--- src/rtl/fd_sequencer_if.sv ---
// Handshake and index/write bus between the FAST address generator, the sequencer and the
// comparison datapath.
interface fd_sequencer_if #(
  parameter int unsigned ADDR_W = 15,
  parameter int unsigned IDX_W  = 5
) ();
  logic              start;
  logic [ADDR_W-1:0] refAddr;
  logic              abort;
  logic              ready;
  logic              busy;
  logic [ADDR_W-1:0] curAddr;
  logic [IDX_W-1:0]  adjNumber;
  logic              adjValid;
  logic [IDX_W-1:0]  regAddr;
  logic              regWe;
  logic              readen;

  modport master (
    output start, refAddr, abort,
    input  ready, busy, curAddr, adjNumber, adjValid, regAddr, regWe, readen
  );

  modport slave (
    input  start, refAddr, abort,
    output ready, busy, curAddr, adjNumber, adjValid, regAddr, regWe, readen
  );
endinterface

--- src/rtl/fd_sequencer.sv ---
// FAST address/index sequencer: issues centre + circle indices, echoes them as register-file
// writes LAT cycles later and pulses readen once every sample has been written.
module fd_sequencer #(
  parameter int unsigned NPTS   = 16,
  parameter int unsigned LAT    = 2,   // legal range 1..8
  parameter int unsigned IDX_W  = 5,
  parameter int unsigned ADDR_W = 15
) (
  input  logic          clock,
  input  logic          nReset,
  fd_sequencer_if.slave bus
);

  typedef enum logic [1:0] {StIdle, StIssue, StDrain, StDone} state_e;

  localparam logic [IDX_W-1:0] LastIdx = IDX_W'(NPTS);

  state_e            state_q, state_d;
  logic [ADDR_W-1:0] cur_addr_q, cur_addr_d;
  logic [IDX_W-1:0]  adj_num_q, adj_num_d;
  logic              adj_valid_q, adj_valid_d;
  logic              readen_q, readen_d;

  // Write pipeline: stage LAT-1 drives regWe/regAddr directly.
  logic [LAT-1:0]    pv_q, pv_d;
  logic [IDX_W-1:0]  pi_q [LAT];
  logic [IDX_W-1:0]  pi_d [LAT];

  logic accept;
  logic flush;
  logic last_write;

  assign accept     = (state_q == StIdle) && bus.start && !bus.abort;
  assign flush      = (state_q != StIdle) && bus.abort;
  assign last_write = pv_q[LAT-1] && (pi_q[LAT-1] == LastIdx);

  always_comb begin
    state_d     = state_q;
    cur_addr_d  = cur_addr_q;
    adj_num_d   = adj_num_q;
    adj_valid_d = 1'b0;
    readen_d    = 1'b0;

    unique case (state_q)
      StIdle: begin
        if (accept) begin
          state_d     = StIssue;
          cur_addr_d  = bus.refAddr;
          adj_num_d   = '0;
          adj_valid_d = 1'b1;
        end
      end
      StIssue: begin
        if (adj_num_q == LastIdx) begin
          state_d = StDrain;
        end else begin
          adj_num_d   = adj_num_q + 1'b1;
          adj_valid_d = 1'b1;
        end
      end
      StDrain: begin
        if (last_write) begin
          state_d  = StDone;
          readen_d = 1'b1;
        end
      end
      StDone: begin
        state_d = StIdle;
      end
      default: begin
        state_d = StIdle;
      end
    endcase

    // Abort overrides everything; adjNumber keeps the last index actually issued.
    if (flush) begin
      state_d     = StIdle;
      adj_num_d   = adj_num_q;
      adj_valid_d = 1'b0;
      readen_d    = 1'b0;
    end
  end

  always_comb begin
    pv_d[0] = adj_valid_q;
    pi_d[0] = adj_valid_q ? adj_num_q : pi_q[0];
    for (int i = 1; i < LAT; i++) begin
      pv_d[i] = pv_q[i-1];
      pi_d[i] = pv_q[i-1] ? pi_q[i-1] : pi_q[i];
    end
    // Indices only move with a valid bit, so regAddr holds while regWe is low.
    if (flush) begin
      pv_d = '0;
      for (int i = 0; i < LAT; i++) begin
        pi_d[i] = pi_q[i];
      end
    end
  end

  always_ff @(posedge clock or negedge nReset) begin
    if (!nReset) begin
      state_q     <= StIdle;
      cur_addr_q  <= '0;
      adj_num_q   <= '0;
      adj_valid_q <= 1'b0;
      readen_q    <= 1'b0;
      pv_q        <= '0;
      for (int i = 0; i < LAT; i++) begin
        pi_q[i] <= '0;
      end
    end else begin
      state_q     <= state_d;
      cur_addr_q  <= cur_addr_d;
      adj_num_q   <= adj_num_d;
      adj_valid_q <= adj_valid_d;
      readen_q    <= readen_d;
      pv_q        <= pv_d;
      for (int i = 0; i < LAT; i++) begin
        pi_q[i] <= pi_d[i];
      end
    end
  end

  assign bus.ready     = (state_q == StIdle);
  assign bus.busy      = (state_q != StIdle);
  assign bus.curAddr   = cur_addr_q;
  assign bus.adjNumber = adj_num_q;
  assign bus.adjValid  = adj_valid_q;
  assign bus.regAddr   = pi_q[LAT-1];
  assign bus.regWe     = pv_q[LAT-1];
  assign bus.readen    = readen_q;

endmodule
--- src/flat_wrapper.sv ---
// flat-port wrapper written by rule: the top's interface ports become plain ports
module fd_sequencer_flat 
#(
  parameter int unsigned NPTS   = 16,
  parameter int unsigned LAT    = 2,                      
  parameter int unsigned IDX_W  = 5,
  parameter int unsigned ADDR_W = 15
)
  (clock, nReset, bus_start, bus_refAddr, bus_abort, bus_ready, bus_busy, bus_curAddr, bus_adjNumber, bus_adjValid, bus_regAddr, bus_regWe, bus_readen);
  fd_sequencer_if #(.ADDR_W(ADDR_W), .IDX_W(IDX_W)) bus_i ();
  input  logic clock;
  input  logic nReset;
  input wire logic [$bits(bus_i.start)-1:0] bus_start;
  input wire logic [$bits(bus_i.refAddr)-1:0] bus_refAddr;
  input wire logic [$bits(bus_i.abort)-1:0] bus_abort;
  output wire logic [$bits(bus_i.ready)-1:0] bus_ready;
  output wire logic [$bits(bus_i.busy)-1:0] bus_busy;
  output wire logic [$bits(bus_i.curAddr)-1:0] bus_curAddr;
  output wire logic [$bits(bus_i.adjNumber)-1:0] bus_adjNumber;
  output wire logic [$bits(bus_i.adjValid)-1:0] bus_adjValid;
  output wire logic [$bits(bus_i.regAddr)-1:0] bus_regAddr;
  output wire logic [$bits(bus_i.regWe)-1:0] bus_regWe;
  output wire logic [$bits(bus_i.readen)-1:0] bus_readen;
  assign bus_i.start = bus_start;
  assign bus_i.refAddr = bus_refAddr;
  assign bus_i.abort = bus_abort;
  assign bus_ready = bus_i.ready;
  assign bus_busy = bus_i.busy;
  assign bus_curAddr = bus_i.curAddr;
  assign bus_adjNumber = bus_i.adjNumber;
  assign bus_adjValid = bus_i.adjValid;
  assign bus_regAddr = bus_i.regAddr;
  assign bus_regWe = bus_i.regWe;
  assign bus_readen = bus_i.readen;
  fd_sequencer #(.NPTS(NPTS), .LAT(LAT), .IDX_W(IDX_W), .ADDR_W(ADDR_W)) u_core (.clock(clock), .nReset(nReset), .bus(bus_i));
endmodule
--- config.mk ---
export PLATFORM = sky130hd
export DESIGN_NAME = fd_sequencer_flat
export DESIGN_NICKNAME = d
export VERILOG_FILES = /design/src/rtl/fd_sequencer_if.sv /design/src/rtl/fd_sequencer.sv /design/src/flat_wrapper.sv
export SDC_FILE = /design/constraint.sdc
export NUM_CORES = 1
export LEC_CHECK = 0
export CAP_MARGIN = 20
export CORE_ASPECT_RATIO = 1.2
export CORE_MARGIN = 5
export CORE_UTILIZATION = 40
export DETAILED_ROUTE_END_ITERATION = 6
export PLACE_DENSITY_LB_ADDON = 0.2
export SYNTH_ARGS = -nofsm -noshare
export SYNTH_HDL_FRONTEND = slang
export SYNTH_SLANG_ARGS = --single-unit
--- constraint.sdc ---
create_clock -name clock -period 2.6 [get_ports clock]
set_input_delay 0.39 -clock clock [delete_from_list [all_inputs] [get_ports clock]]
set_output_delay 0.39 -clock clock [all_outputs]
set_load 0.02 [all_outputs]
; ---- After elaboration in Yosys (flattened, before gate mapping)
; Cells that the tools add are included.
[word_totals]
input_bits = 19
word_cells = 49
out_inout_bits = 30
regBits = 36
[op_classes]
mux = 16
addsub = 1
eq_ne = 10
bitwise_logic = 1
reduce_logical = 13
[ops]
columns = operator, n
row1 = "== test 5 bit, second input constant", 2
row2 = 2-to-1 mux 2 bit, 5
row3 = 2-to-1 mux 5 bit, 2
row4 = case mux 5 bit (2 select lines), 1
row5 = "inequality test 3 x 1 -> 1 bit, second input constant", 3
row6 = case mux 2 bit (4 select lines), 1
row7 = 2-to-1 mux 1 bit, 6
row8 = AND reduction 2 bit, 3
row9 = "adder 5 x 1 -> 5 bit, second input constant", 1
row10 = "== test 2 bit, second input constant", 2
row11 = logical AND 1 bit, 4
row12 = AND reduction 4 bit, 1
row13 = nonzero test 2 bit, 2
row14 = AND reduction 3 bit, 1
row15 = "== test 2 x 1 -> 1 bit, second input constant", 1
row16 = zero test 2 bit, 1
row17 = "inequality test 2 x 1 -> 1 bit, second input constant", 1
row18 = "inequality test 2 bit, second input constant", 1
row19 = case mux 1 bit (2 select lines), 1
row20 = zero test 1 bit, 1
row21 = inverter 1 bit, 1

; ---- Depth between registers and ports, before layout
; Gate-level depths: netlist of run 1.
[logic_depth]
word_depth = 6
ltp_mapped = 7

; ---- Worst setup path after synthesis of run 1
; No wires, ideal clock.
[synth_timing]
path_kind = register -> register
start = reg u_core.state_q[1]
end = reg u_core.cur_addr_q[10] (netlist: u_core.bus.curAddr[10])
setup_time_ns = 0.128
n_path_buf = 2
arrival_ns = 1.791
setup_slack_ns = 0.682
stages_incl_launch_ff = 7
period_less_slack_ns = 1.918
path_cell_list = dfrtp_1 -> inv_1 -> ha_1 -> buf_2 -> nand3b_1 -> buf_2 -> mux2_1
[synth_via]
elab_chain_len = 4
[synth_lines]
columns = item, line
row1 = "start, declared", fd_sequencer.sv:18  ; state_e state_q, state_d;
row2 = "start signal, assigned", fd_sequencer.sv:102  ; state_q <= StIdle;
row3 = "start signal, assigned", fd_sequencer.sv:112  ; state_q <= state_d;
row4 = zero test 2 bit *, n/a
row5 = via bus_ready, flat_wrapper.sv:16  ; output wire logic [$bits(bus_i.ready)-1:0] bus_ready;
row6 = logical AND 1 bit (2 in a row), fd_sequencer.sv:33  ; assign accept = (state_q == StIdle) && bus.start && !bus.abort;
row7 = AND reduction 2 bit (no source line) *, n/a
row8 = "end signal, assigned", fd_sequencer.sv:113  ; cur_addr_q <= cur_addr_d;
row9 = "end, declared", fd_sequencer.sv:19  ; logic [ADDR_W-1:0] cur_addr_q, cur_addr_d;
; The timed path passes the listed nets; every way through them passes the cells marked *.
; A chain may end at the register's enable or synchronous reset.

; ---- Final worst setup path of run 1
[layout_timing]
start = reg u_core.state_q[1]
end = out bus_ready
[layout_via]
elab_chain_len = 1
[layout_lines]
columns = item, line
row1 = zero test 2 bit, fd_sequencer.sv:124  ; assign bus.ready = (state_q == StIdle);
row2 = "end, declared", flat_wrapper.sv:16
; Every way passes these cells.

==> metrics.txt, run 1 <==
initial antenna violation count=0; worst hold stages=1; reg-to-reg endpoint=u_core.bus.adjNumber[2]$_DFFE_PN0P_; number of failing hold endpoints at the final stage=0; outcome=finished, final reports clean; Seq/Total Area, Yosys=about 55%; Via density=4.94; setup TNS=0 ps; main combinational cell family by area after synthesis=multiplexers; Post-CTS Setup Inserts=0; Hold Crit Start=u_core.bus.curAddr[2]$_DFFE_PN0P_; height of the die=80.2 um; IO Pins=49; Synth area leader=dfrtp_1; PortBufs=48; Reg-to-Reg Start=u_core.state_q[1]$_DFFE_PN0P_; first-pass GRT wire length=5600 um; f_max=0.445 GHz; RSZ-0062 raised after global routing=no; GRT overflow=0; GRT Util Overall=13.7%; Avg Cell Area, Syn=approximately 13 um2; clk buf depth=2; # nets final=~200; ANT nets after route=0; crit share post-route=86.5%; CP top delay family=buffers and inverters; power density over the cells=1170 mW/mm2; fin crit period=2250 ps; reg2reg path depth=5; pins over their slew limit=0; MaxCap Viol Count=0; crit end category=primary output; Inserted Clock Buffers=5; gpl congestion=0.807; vias in the first global route=about 1200; row count=25; critical path arrival=1860 ps; highest-delay cell along the critical path=clkdlybuf4s50_1; ant diodes=0; relative slew slack=69.6%; number of H-tree levels=2; synth-to-layout area growth=37.0%; hold buffers post-CTS=0; cell count after placement=226; critical path class=flop to primary output; top cells by area, synth=dfrtp_1, mux2_2, ha_1, buf_4, inv_1; Clock transition at path regs=80 ps; Die ar.=0.00550 mm2; Syn Nets=154; Synth Instances=roughly 130; Final Instance Area=0.00225 mm2; CTS root buffer=clkbuf_8; clock sink count=36; via count=1157; Post-Synthesis Cell Area=0.00164 mm2; CP required=around 2200 ps; width of the die=68.5 um; post-synthesis compound-gate area fraction=6.01%; CTS tree=built; pin count of the biggest net entering global routing=37; Initial Util=41.4%; CP Launch Type=flop; dpl cell area=roughly 0.0022 mm2; setup violators final=0; cells along the critical path=inv_1 > ha_1 > clkdlybuf4s50_1; Hold Path Class=flop to flop; core box area=0.00397 mm2; Yosys warning total=0; Hold Path Sink=u_core.bus.curAddr[2]$_DFFE_PN0P_; CP peak stage delay=670 ps; Initial DRC Count=42; Synth Area in Simple Gates=9.97%; xor/xnor cell area share of the yosys netlist=less than 1%; WL/cell=14.2 um; Synth Area in Adders=4.57%; worst IR drop on VDD=slightly above 0.7 mV; HPWL after DPL=2540 um; Yosys cell types=28; drt drc=0; PostCTS Resize Cnt=0; fin cells=234; CP max FO=9; total wire length=~3300 um; Critical path buffers and inverters=2; post-synth top area share=54.8%; cell leakage power=0.999 nW; Pre-Repair DR Iteration Count=4; share of cells above drive strength 1=between 20% and 30%; flops & latches, synth=36; post-synthesis mux area share=19.2%; Clock Skew=9.66 ps; post-layout util=56.7%; worst slew pin tran=456 ps; R2R Setup Slk=760 ps; worst-skew pair later-pin latency=290 ps
==> worst max path at each step <==
stage,start,endpoint,depth (start not counted)
finish,u_core.state_q[1]$_DFFE_PN0P_,bus_ready,3
global route,u_core.state_q[1]$_DFFE_PN0P_,bus_ready,3
CTS,u_core.state_q[1]$_DFFE_PN0P_,bus_ready,3
detailed placement,u_core.state_q[1]$_DFFE_PN0P_,bus_ready,3
global placement,u_core.state_q[1]$_DFFE_PN0P_,bus_ready,3
floorplan,u_core.state_q[1]$_DFFE_PN0P_,u_core.bus.curAddr[10]$_DFFE_PN0P_,6
==> metrics by stage <==
step           worst slack, ps  total power [W]  hold slack, ps
6_report                   351          0.00263             503
5_1_grt                    261          0.00279             524
4_1_cts                    341          0.00266             508
3_5_place_dp               659          0.00224             485
3_3_place_gp               678          0.00220             480
2_1_floorplan              682          0.00170            94.4
==> metal layers <==
layer	GRT usage (%)	share of wire (%)
met5	0	0
met3	5.45	7.7
met1	14.9	39
met4	5.37	1.7
met2	23.1	51
==> layout make-up <==
| class | instances | area, um2 |
|---|---|---|
| Fill cell | 366 | 1720 |
| Timing Repair Buffer | 50 | 495 |
| Multi-Input combinational cell | 77 | 662 |
| Tap cell | 54 | 67.6 |
| Clock buffer | 6 | 82.6 |
| Inverter | 9 | 33.8 |
| Clock inverter | 2 | 10.0 |
| Sequential cell | 36 | 901 |
==> power by group <==
group	total, W	switching, W	internal [W]
logic	0.00130	0.000643	0.000656
registers	0.000917	0.000145	0.000772
clock network	0.000413	0.000202	0.000211
total	0.00263	0.000989	0.00164
==> cells by family (layout without fill, tap and decap cells) <==
group,count (synthesis),count (layout)
muxes,28,28
AOI/OAI and AO/OA,14,14
buffers and inverters,16,67
xor gates and xnor gates,1,1
and+or+nand+nor,28,28
DFF,36,36
adders and majority gates,6,6
==> synthesized netlist by cell type (all sizes together) <==
library cell / n
a21oi: 2
o2bb2ai: 1
or4: 2
mux2i: 3
xor2: 1
a221oi: 2
nor3: 1
o221ai: 1
or4b: 1
dfrtp: 36
nand4bb: 1
o31ai: 3
nand3b: 2
a22o: 1
ha: 6
o21ai: 3
nor4: 1
nand3: 2
buf: 7
nand2b: 3
nand2: 8
inv: 9
a21o: 1
nor2: 7
mux2: 25
==> flip-flops by register name (all words and copies together) (netlist names) <==
signal	cells
u_core.bus.curAddr	15
u_core.bus.adjValid	1
u_core.state_q	2
u_core.bus.readen	1
u_core.pi_q	5
u_core.pv_q	2
u_core.bus.regAddr	5
u_core.bus.adjNumber	5
==> cell usage in the layout, fill, tap and decap left out, drive strengths merged, types with 6 or more instances in the layout <==
cell           synthesis  final
mux2                  25     25
inv                    9      9
clkdlybuf4s50          0     48
nor2                   7      7
ha                     6      6
dfrtp                 36     36
nand2                  8      8
clkbuf                 0      6
Note: power is estimated with default switching activity, not from simulation.
==> run 2, diff against run 1 <==
--- a/config.mk
+++ b/config.mk
@@ -5,10 +5,12 @@
 export SDC_FILE = /design/constraint.sdc
 export NUM_CORES = 1
 export LEC_CHECK = 0
+export ABC_AREA = 1
 export CAP_MARGIN = 20
 export CORE_ASPECT_RATIO = 1.2
 export CORE_MARGIN = 5
 export CORE_UTILIZATION = 40
+export CTS_CLUSTER_SIZE = 28
 export DETAILED_ROUTE_END_ITERATION = 6
 export PLACE_DENSITY_LB_ADDON = 0.2
 export SYNTH_ARGS = -nofsm -noshare
==> run 2 against run 1 <==
Core utilization grew 0.44 points. Synthesized area grew 1.4%. Final cell count grew 12%. Clock-buffer cell count grew 1. Critical path depth grew 1. Setup slack gained 78 ps. Sequential power shrank 5.9%. Die area grew 1.2%. Wire length grew 1.4%. Fmax grew 3.6%. First-iteration DRC count grew 48%. Flip-flop and latch count is the same. Critical endpoint is now bus_busy. Largest power group unchanged.
==> metrics.txt, run 2 <==
outcome=finished, final reports clean; highest-delay cell along the critical path=clkdlybuf4s50_1; HPWL after DPL=2540 um; via count=around 1200; cell internal pwr=0.00158 W; width of the die=68.9 um; drt drc=0; # nets final=234; critical path arrival=1780 ps; Synth Instances=around 160; most frequent cells in the layout=clkdlybuf4s50_1, nand2_1, dfrtp_1; vias in the first global route=1211; flops & latches, synth=36; Initial Util=42.0%; Inserted Clock Buffers=5; Pre-Repair DR Iteration Count=4; Logic pwr share=between 40% and 50%; pins over their slew limit=0; fillcell total=~380; Commonest cells post-synth=nand2_1, dfrtp_1, inv_1; f_max=0.461 GHz; first-pass GRT wire length=5600 um; Via density=4.61; crit end category=primary output; hold buffers post-CTS=0; Yosys warning total=0; WL/cell=12.8 um; CP required=2210 ps; CP max FO=4; Syn Nets=~180; pin count of the biggest net entering global routing=37; share of cells above drive strength 1=around 15%; Synth area leader=dfrtp_1; CP top delay family=buffers and inverters; post-synth top area share=54.1%; Net Sw Frac=about 37%; setup TNS=0 ps; row count=25; total power=~0.0025 W; CP Launch Type=flop; setup violators final=0; ys async rst share=100%; clock sink count=36; GRT overflow=0; Seq pwr share=34.6%; fin crit period=2170 ps; cells along the critical path=inv_1 > ha_1 > inv_2 > clkdlybuf4s50_1; Hold Path Class=flop to flop; PortBufs=48; power density over the cells=1100 mW/mm2; total wire length=3380 um; Clock transition at path regs=~70 ps; worst slew pin tran=443 ps; Die ar.=0.00556 mm2; clk buf depth=2; Post-Synthesis Cell Area=0.00167 mm2; Initial DRC Count=62; critical path class=flop to primary output; crit share post-route=83.5%; height of the die=just over 80 um; number of flops mapped to enable cells by yosys=0; gpl congestion=0.842; worst-skew pair later-pin latency=280 ps; number of failing hold endpoints at the final stage=0; Synth Flop Type=dfrtp_1; leading cell type in the layout, fill and taps excluded=clkdlybuf4s50_1; cell leakage power=approximately 1.1 nW; number of H-tree levels=2; CTS tree=built; Yosys cell types=23; Clk pwr share=about 17%; CTS root buffer=clkbuf_8; CP peak stage delay=just over 600 ps; synth-to-layout area growth=36.2%; worst IR drop on VDD=0.475 mV; ant diodes=0; Seq/Total Area, Yosys=54.1%; core box area=0.00397 mm2; Psw=0.000920 W; relative slew slack=70.5%; initial antenna violation count=0; Post-CTS Setup Inserts=0; top cells by area, synth=dfrtp_1, nand2_1, mux2_4, ha_1, mux2_2; Critical path buffers and inverters=3; PostCTS Resize Cnt=0; ANT nets after route=0; most frequent cell after synthesis=nand2_1; MaxCap Viol Count=0; Clock Skew=between 3 and 4 ps; GRT Util Overall=between 10 and 15%; RSZ-0062 raised after global routing=no; IO Pins=around 50; max reg flops=15; Avg Cell Area, Syn=10.5 um2
==> run 2: cell types whose count changed in the layout (fill, tap and decap cells not counted), sizes merged, moves of 3 or more <==
cell / change
o31ai: -3
nand2b: -3
mux2: -10
mux2i: -3
o21ai: +8
inv: +9
nand2: +35
nand3: +7
==> run 2: worst paths after layout <==
check,endpoint,from,slack [ps],depth (start not counted)
max reg2reg,u_core.bus.adjNumber[3]$_DFFE_PN0P_,u_core.state_q[1]$_DFFE_PN0P_,850,8
max in group asynchronous,u_core.bus.curAddr[7]$_DFFE_PN0P_,nReset,1760,2
min,u_core.bus.regAddr[2]$_DFFE_PN0P_,u_core.pi_q[7]$_DFFE_PN0P_,480,2
min in group asynchronous,u_core.bus.curAddr[11]$_DFFE_PN0P_,nReset,520,2
min reg2reg,u_core.bus.regAddr[2]$_DFFE_PN0P_,u_core.pi_q[7]$_DFFE_PN0P_,480,2
max,bus_busy,u_core.state_q[0]$_DFFE_PN0P_,430,4
==> run 2: cell families after synthesis <==
family                     synth area share [%]
muxes                                      12.2
DFF                                        54.1
buffers and inverters                      6.98
xor gates and xnor gates                   1.58
adders and majority gates                  4.50
AOI/OAI and AO/OA                          3.83
and+or+nand+nor                            16.9
==> run 2: through the flow <==
stage	hold WS (ps)	util, %	area [um2]	std cells	setup WS, ps
after floorplan	94.4	-	1670	159	996
after global placement	459	54.7	2170	256	743
after detailed placement	472	54.7	2170	256	688
after CTS	491	57.1	2270	263	414
after global routing	523	57.1	2270	263	351
final	482	57.1	2270	263	429
==> run 2: per-layer routing <==
layer	track usage (%)	vias up	part of all wire, %
met2	21.1	37	47
met5	0	-	0
li1	-	602	-
met3	4.90	8	6.9
met1	17.1	566	44
met4	6.63	0	1.9
==> run 2: cell type report <==
type | instances | area [um2] | share of cell area, %
Inverter | 18 | 67.6 | 2.98
Multi-Input combinational cell | 99 | 649 | 28.6
Clock buffer | 7 | 96.3 | 4.24
Sequential cell | 36 | 901 | 39.7
Tap cell | 54 | 67.6 | 2.98
Timing Repair Buffer | 49 | 488 | 21.5
==> run 2: tightest hold or removal path, cell delays in order (launching register included) <==
cell and delay, ps:
dfrtp_1 350, nand2_1 60, nand2_1 50
==> run 2: power by group through the flow <==
stage | Sequential [W] | Combinational, W | Clock, W
finish | 0.000863 | 0.00121 | 0.000420
global route | 0.000891 | 0.00132 | 0.000457
global placement | 0.000864 | 0.00121 | 0
CTS | 0.000867 | 0.00123 | 0.000433
detailed placement | 0.000876 | 0.00123 | 0
floorplan | 0.00104 | 0.000576 | 0
